[config.mk]
export PLATFORM = sky130hd
export DESIGN_NAME = snooze_controller
export DESIGN_NICKNAME = d
export VERILOG_FILES = /design/src/rtl/snooze_controller.sv
export SDC_FILE = /design/constraint.sdc
export NUM_CORES = 1
export LEC_CHECK = 0
export BUFFER_PORTS_ARGS = -buffer_cell sky130_fd_sc_hd__buf_4
export CAP_MARGIN = 20
export CORE_UTILIZATION = 54
export DETAILED_ROUTE_END_ITERATION = 7
export PLACE_DENSITY = 0.85
export SLEW_MARGIN = 20
export SYNTH_ARGS = -nofsm -noshare
export SYNTH_HDL_FRONTEND = slang
export SYNTH_SLANG_ARGS = --single-unit
[constraint.sdc]
create_clock -name clock_1s -period 5.5 [get_ports clock_1s]
set_input_delay 0.825 -clock clock_1s [delete_from_list [all_inputs] [get_ports clock_1s]]
set_output_delay 0.825 -clock clock_1s [all_outputs]
set_load 0.02 [all_outputs]
[src/rtl/snooze_controller.sv]
// ---------------------------------------------------------------------------
// snooze_controller
//
// Sits beside an alarm clock core and decides what happens while the alarm
// rings: snooze (reprogram the alarm a few minutes later), dismiss (stop it
// and put the original alarm time back), or act automatically when nobody
// attends the ringing for too long.
//
// Parameters
//   SNOOZE_MIN    snooze interval in minutes (1..59)
//   MAX_SNOOZE    consecutive snoozes allowed per alarm event (1..7)
//   RING_TIMEOUT  seconds of unattended ringing before automatic action (2..255)
//
// Ports
//   clock_1s      in   1 Hz timebase, all state updates on its rising edge
//   reset         in   asynchronous, active-high
//   alarm         in   ringing indication from the core
//   snooze_btn    in   snooze button level
//   dismiss_btn   in   dismiss button level
//   cur_hour1/0, cur_min1/0   in   current time, BCD
//   stop_alarm    out  one-cycle pulse to the core's alarm stop input
//   load_alarm    out  one-cycle pulse to the core's alarm load input
//   alm_hour1/0, alm_min1/0   out  alarm time to load, BCD, held between loads
//   snooze_count  out  snoozes taken during the current alarm event
//   state         out  0 IDLE, 1 RING, 2 CLEAR
//   timed_out     out  sticky flag, set when the ring timeout fires
// ---------------------------------------------------------------------------
module snooze_controller #(
   parameter int SNOOZE_MIN   = 5,
   parameter int MAX_SNOOZE   = 3,
   parameter int RING_TIMEOUT = 60
) (
   input  logic       clock_1s,
   input  logic       reset,
   input  logic       alarm,
   input  logic       snooze_btn,
   input  logic       dismiss_btn,
   input  logic [1:0] cur_hour1,
   input  logic [3:0] cur_hour0,
   input  logic [3:0] cur_min1,
   input  logic [3:0] cur_min0,
   output logic       stop_alarm,
   output logic       load_alarm,
   output logic [1:0] alm_hour1,
   output logic [3:0] alm_hour0,
   output logic [3:0] alm_min1,
   output logic [3:0] alm_min0,
   output logic [2:0] snooze_count,
   output logic [1:0] state,
   output logic       timed_out
);

   typedef enum logic [1:0] {
      IDLE  = 2'd0,
      RING  = 2'd1,
      CLEAR = 2'd2,
      BAD   = 2'd3
   } state_t;

   localparam logic [6:0] SNOOZE_M7 = 7'(SNOOZE_MIN);
   localparam logic [2:0] MAX_CNT   = 3'(MAX_SNOOZE);
   localparam logic [7:0] RING_LAST = 8'(RING_TIMEOUT - 1);

   state_t     state_q, state_d;
   logic [7:0] ring_cnt, ring_cnt_d;
   logic [2:0] snooze_cnt_d;
   logic       timed_out_d;
   logic       stop_d, load_d;
   logic [1:0] alm_hour1_d;
   logic [3:0] alm_hour0_d, alm_min1_d, alm_min0_d;

   // Original alarm time, remembered at the first ring of an alarm event so
   // that a dismiss after snoozing can put the alarm back where it was.
   logic [1:0] orig_hour1, orig_hour1_d;
   logic [3:0] orig_hour0, orig_hour0_d, orig_min1, orig_min1_d, orig_min0, orig_min0_d;

   // Snooze target time (current time + SNOOZE_MIN), BCD.
   logic [6:0] min_sum, min_wrap, min_tens, min_ones;
   logic [5:0] hour_sum, hour_wrap, hour_tens, hour_ones;
   logic       hour_carry;
   logic [1:0] snz_hour1;
   logic [3:0] snz_hour0, snz_min1, snz_min0;

   logic       go_snooze, go_dismiss, go_ext;

   assign state = state_q;

   // Snooze arithmetic: convert BCD to binary minutes and hours, add the
   // interval with a carry into the hour, wrap at midnight, and split back
   // into BCD digits.
   always_comb begin
      min_sum    = {3'b000, cur_min1} * 7'd10 + {3'b000, cur_min0} + SNOOZE_M7;
      hour_carry = 1'b0;
      min_wrap   = min_sum;
      if (min_sum >= 7'd60) begin
         min_wrap   = min_sum - 7'd60;
         hour_carry = 1'b1;
      end
      hour_sum  = {4'b0000, cur_hour1} * 6'd10 + {2'b00, cur_hour0} + {5'b00000, hour_carry};
      hour_wrap = (hour_sum == 6'd24) ? 6'd0 : hour_sum;
      min_tens  = min_wrap / 7'd10;
      min_ones  = min_wrap - min_tens * 7'd10;
      hour_tens = hour_wrap / 6'd10;
      hour_ones = hour_wrap - hour_tens * 6'd10;
      snz_min1  = 4'(min_tens);
      snz_min0  = 4'(min_ones);
      snz_hour1 = 2'(hour_tens);
      snz_hour0 = 4'(hour_ones);
   end

   // State register plus every registered output. Pulses and alarm digits
   // are registered so the core sees clean, glitch-free load/stop strobes.
   always_ff @(posedge clock_1s or posedge reset) begin
      if (reset) begin
         state_q      <= IDLE;
         ring_cnt     <= 8'd0;
         snooze_count <= 3'd0;
         timed_out    <= 1'b0;
         stop_alarm   <= 1'b0;
         load_alarm   <= 1'b0;
         alm_hour1    <= 2'd2;
         alm_hour0    <= 4'd4;
         alm_min1     <= 4'd0;
         alm_min0     <= 4'd0;
         orig_hour1   <= 2'd2;
         orig_hour0   <= 4'd4;
         orig_min1    <= 4'd0;
         orig_min0    <= 4'd0;
      end else begin
         state_q      <= state_d;
         ring_cnt     <= ring_cnt_d;
         snooze_count <= snooze_cnt_d;
         timed_out    <= timed_out_d;
         stop_alarm   <= stop_d;
         load_alarm   <= load_d;
         alm_hour1    <= alm_hour1_d;
         alm_hour0    <= alm_hour0_d;
         alm_min1     <= alm_min1_d;
         alm_min0     <= alm_min0_d;
         orig_hour1   <= orig_hour1_d;
         orig_hour0   <= orig_hour0_d;
         orig_min1    <= orig_min1_d;
         orig_min0    <= orig_min0_d;
      end
   end

   // Next-state and next-output logic. In RING the decision is ranked:
   // dismiss, then snooze, then the core stopping the alarm on its own, then
   // the ring timeout. A snooze or timeout with no snoozes left degrades to a
   // dismiss so the user is never left without an alarm stop.
   always_comb begin
      state_d      = state_q;
      ring_cnt_d   = ring_cnt;
      snooze_cnt_d = snooze_count;
      timed_out_d  = timed_out;
      stop_d       = 1'b0;
      load_d       = 1'b0;
      alm_hour1_d  = alm_hour1;
      alm_hour0_d  = alm_hour0;
      alm_min1_d   = alm_min1;
      alm_min0_d   = alm_min0;
      orig_hour1_d = orig_hour1;
      orig_hour0_d = orig_hour0;
      orig_min1_d  = orig_min1;
      orig_min0_d  = orig_min0;
      go_snooze    = 1'b0;
      go_dismiss   = 1'b0;
      go_ext       = 1'b0;

      case (state_q)
         IDLE: begin
            if (dismiss_btn) begin
               timed_out_d = 1'b0;
            end
            if (alarm) begin
               state_d    = RING;
               ring_cnt_d = 8'd0;
               // Only the first ring of an event is the user's real alarm time.
               if (snooze_count == 3'd0) begin
                  orig_hour1_d = cur_hour1;
                  orig_hour0_d = cur_hour0;
                  orig_min1_d  = cur_min1;
                  orig_min0_d  = cur_min0;
               end
            end
         end

         RING: begin
            if (ring_cnt != RING_LAST) begin
               ring_cnt_d = ring_cnt + 8'd1;
            end

            if (dismiss_btn) begin
               go_dismiss = 1'b1;
            end else if (snooze_btn) begin
               if (snooze_count < MAX_CNT) go_snooze = 1'b1;
               else                        go_dismiss = 1'b1;
            end else if (!alarm) begin
               go_ext = 1'b1;
            end else if (ring_cnt == RING_LAST) begin
               timed_out_d = 1'b1;
               if (snooze_count < MAX_CNT) go_snooze = 1'b1;
               else                        go_dismiss = 1'b1;
            end

            if (go_snooze) begin
               state_d      = CLEAR;
               stop_d       = 1'b1;
               load_d       = 1'b1;
               snooze_cnt_d = snooze_count + 3'd1;
               alm_hour1_d  = snz_hour1;
               alm_hour0_d  = snz_hour0;
               alm_min1_d   = snz_min1;
               alm_min0_d   = snz_min0;
            end

            // Dismiss and external stop share the restore path; only the
            // stop pulse differs, since the core already stopped itself.
            if (go_dismiss || go_ext) begin
               state_d      = CLEAR;
               stop_d       = go_dismiss;
               snooze_cnt_d = 3'd0;
               if (snooze_count != 3'd0) begin
                  load_d      = 1'b1;
                  alm_hour1_d = orig_hour1;
                  alm_hour0_d = orig_hour0;
                  alm_min1_d  = orig_min1;
                  alm_min0_d  = orig_min0;
               end
            end
         end

         CLEAR: begin
            // Wait for the core to drop alarm so one ring is handled once.
            if (!alarm) begin
               state_d = IDLE;
            end
         end

         default: begin
            state_d = IDLE;
         end
      endcase
   end

endmodule

==> impl_metrics.yaml <==
place:
  placedInstanceArea_sq_um: 3870
  post-place-ws_ns: -1.05
  globalplace.congestion: 0.890
  dp_hpwl_mm: 5.60
  portBuffers: 40
  placedCellCount: 474
drt:
  drt-pass1-iter-count: 5
  drt-vias-per-instance: 6.08
  vias: 2999
  drt-initial-drc-count: 281
  total_drc_errors_in_the_routed_layout: 0
  post_drt_antenna_nets: 0
  drt_wl_total_mm: 9.15
  wire_per_inst_um: 18.6
grt:
  grt-ovfl-total: 0
  grt_usage: 0.287
  grt_max_degree: 45
  grtUsageMet1: 0.361
  global_route.usage.met2: 0.496
  vias_in_the_first_global_route: 2916
  groute.layer.met3.usage: 0.0400
  grt_pass1_wl_mm: 13.6
  gr_peak_layer: "met2"
  antenna_found_initial: 0
logic_synthesis:
  syn_inst: 329
  syn_avg_cell_area_sq_um: 9.39
  synthesis.nets: 378
  synth_area_leaders: "sky130_fd_sc_hd__dfrtp_1 32%, sky130_fd_sc_hd__ha_1 10%, sky130_fd_sc_hd__mux2_2 5.1%"
  synthArstFlopShare: 1.00
  warning_count_from_the_yosys_run: 0
  post_synth_instance_area_sq_um: 3090
  synthFlopType: "sky130_fd_sc_hd__dfrtp_1"
  synth_top_cell_by_area: "sky130_fd_sc_hd__dfrtp_1"
  synthDominantCellAreaShare: 0.324
  synth_edf_count: 0
  synth_cell_type_count: 56
  synth_seq_cells: 44
  ys_seq_area_frac: 0.358
cells_and_area:
  n_fill_cell: 317
  insertedDiodeCount: 0
  multi_input_comb_area_sq_um: 2200
  stdcell_area_sq_um: 4300
  fin_cells: 493
  layout_cell_share_with_drive_strength_beyond_1: 0.418
  area.sequential_sq_um: 1110
  area.growth.synth_to_final_pct: 39.1
  layout.nets: 469
die:
  placementRows: 27
  floorplan.initialDensity: 0.561
  die_h_um: 77.7
  die_area_sq_um: 6030
  top_level_ports: 41
  fp.coreArea_sq_um: 5510
  x_dimension_of_the_die_um: 77.7
status:
  violations: "negative setup slack"
  outcome: "complete, but fails checks"
setup_path:
  path_class: "in2reg"
  critPathSlowestCell: "sky130_fd_sc_hd__fa_2"
  timing.critical_path.mode_cell: "sky130_fd_sc_hd__ha_4"
  critical_path_peak_fanout: 3
  max_stage_delay_on_crit_path_ns: 0.46
  end_kind: "flip-flop"
  critical_path.startpoint_type: "primary input"
  critical_path_required_ns: 5.71
  crit_family: "adder cells"
  cp.arrival_ns: 6.44
  crit_buf_inv: 5
clocking:
  clk_pin_slew_ns: 0.09
  cts_made_buffers: 5
  cts_tree: "yes"
  cts_max_path_buffers: 2
  number_of_hold_buffers_added_after_cts: 0
  clkLatencyLatePin_ns: 0.31
  clock_sinks: 44
  clock-root-buffer: "sky130_fd_sc_hd__clkbuf_8"
  htree_levels: 2
sta:
  maxSlewViolCount: 0
  final_hold_viol_count: 0
  fmax_mhz: 160
  max_slew_margin: 0.391
  grt_setup_unrepaired: "yes"
  finalSetupViolations: 4
  final.min_clock_period_ns: 6.23
  layout_worst_path_cycle_share: 1.13
  worst_clock_skew_ns: 0.00706
  final_critical_path_setup_slack_ns: -0.735
  transition_at_the_pin_with_the_smallest_max_transition_slack_ns: 0.912
power:
  pwr-share-clk: 0.123
  max-vdd-ir-drop_mv: 0.319
  p_leak_nw: 1.91
  combPwrFrac: 0.616
  switching_power_uw: 940
  power.share.sequential: 0.261
  sw_frac_of_total: 0.428
  cellPowerDensity_nw_per_um2: 510
  internal_power_mw: 1.25
min_path:
  hold_class: "reg2reg"
run:
  timing.max_cap.violations: 0
-- sequential cells by signal, indices dropped and copies added (netlist names), 2 cells and up --
register and count:
alm_hour0 4, alm_hour1 2, alm_min0 4, alm_min1 4, orig_hour0 4, orig_hour1 2
orig_min0 4, orig_min1 4, ring_cnt 8, snooze_count 3, state 2
-- cells in the mapped netlist, drive strengths merged (2+ instances only) --
cell type and instances:
dfrtp 40, nor2 33, a21oi 29, ha 25, nand2 20, o21ai 19
inv 18, mux2 14, nand3 12, nor3 10, nor2b 8, o22ai 8
xnor2 8, xor2 8, mux2i 6, nand2b 6, clkbuf 5, fa 5
a21o 4, dfstp 4, or3 4, a211oi 3, a2bb2oi 3, buf 3
nand4 3, nor3b 3, or2 3, a22oi 2, a32oi 2, nor4 2
o211ai 2, o21a 2, o2bb2ai 2
-- tightest hold or removal path: cells and delay by family (launching register included) --
family           cells  cell delay, ns
flip-flops           1            0.35
AND/OR/NAND/NOR      1            0.06
AO/OA/AOI/OAI        1            0.06
-- placed cells by master, fill, tap and decap left out, drive strengths merged, types with 3 or more instances in the layout --
master,instances
nor2b,8
a21o,4
nor3,10
o22ai,8
nand2b,6
nand2,20
clkbuf,6
xor2,8
mux2i,6
a2bb2oi,3
nand3,12
mux2,14
nor3b,3
or2,3
xnor2,8
inv,17
dfstp,4
o21ai,19
nor2,33
a211oi,3
fa,5
buf,92
dfrtp,40
a21oi,29
ha,25
or3,4
nand4,3
-- routing by layer --
layer / vias up / routed length [um]
li1: 1359 / -
met1: 1459 / 3640
met2: 143 / 4710
met3: 38 / 472
met4: 0 / 315
met5: - / 0
-- worst paths after layout --
check	from	end	slack, ns	depth (start not counted)
max	cur_min0[1]	alm_hour0[3]	-0.73	28
min	orig_min0[2]	orig_min0[2]	0.50	2
max reg2reg	ring_cnt[0]	alm_hour0[3]	1.98	8
min reg2reg	orig_min0[2]	orig_min0[2]	0.50	2
max in group asynchronous	reset	orig_hour1[1]	4.48	3
min in group asynchronous	reset	alm_hour1[0]	0.64	3
-- metrics by stage --
stage / power, mW / utilization / setup TNS [ns] / hold slack [ns]
after global placement: 1.69 / 0.703 / -2.47 / 0.469
after global routing: 2.32 / 0.781 / -2.26 / 0.522
after floorplan: 1.32 / - / -1.90 / 0.450
after detailed placement: 1.73 / 0.703 / -3.00 / 0.479
final: 2.19 / 0.781 / -1.61 / 0.505
after CTS: 2.06 / 0.758 / -1.01 / 0.499
-- kinds of logic after synthesis --
family	count (synthesis)	share of synthesized area
AND/OR/NAND/NOR	108	0.176
AO/OA/AOI/OAI	85	0.181
flip-flops	44	0.358
adder cells (fa/ha/maj)	30	0.134
buffers and inverters	26	0.0324
multiplexers	20	0.0717
XOR/XNOR	16	0.0478
-- layout make-up --
| class | instances | area share |
|---|---|---|
| Clock inverter | 2 | 0.00902 |
| Tap cell | 72 | 0.0210 |
| Timing Repair Buffer | 92 | 0.166 |
| Clock buffer | 6 | 0.0192 |
| Multi-Input combinational cell | 259 | 0.512 |
| Sequential cell | 44 | 0.257 |
| Inverter | 18 | 0.0157 |
-- what timing repair did --
item / in CTS / in global routing
setup endpoints to repair: 4 / 5
setup buffers: 7 / 5
pin swaps: 31 / 21
resized for setup: 27 / 18
-- power by group through the flow --
stage | Clock [mW] | Combinational [mW] | Sequential, mW
after global placement | 0 | 1.13 | 0.556
after global routing | 0.283 | 1.45 | 0.582
final | 0.269 | 1.35 | 0.572
after detailed placement | 0 | 1.16 | 0.561
after floorplan | 0 | 0.702 | 0.619
after CTS | 0.265 | 1.24 | 0.556
(Power assumes the default switching activity.)
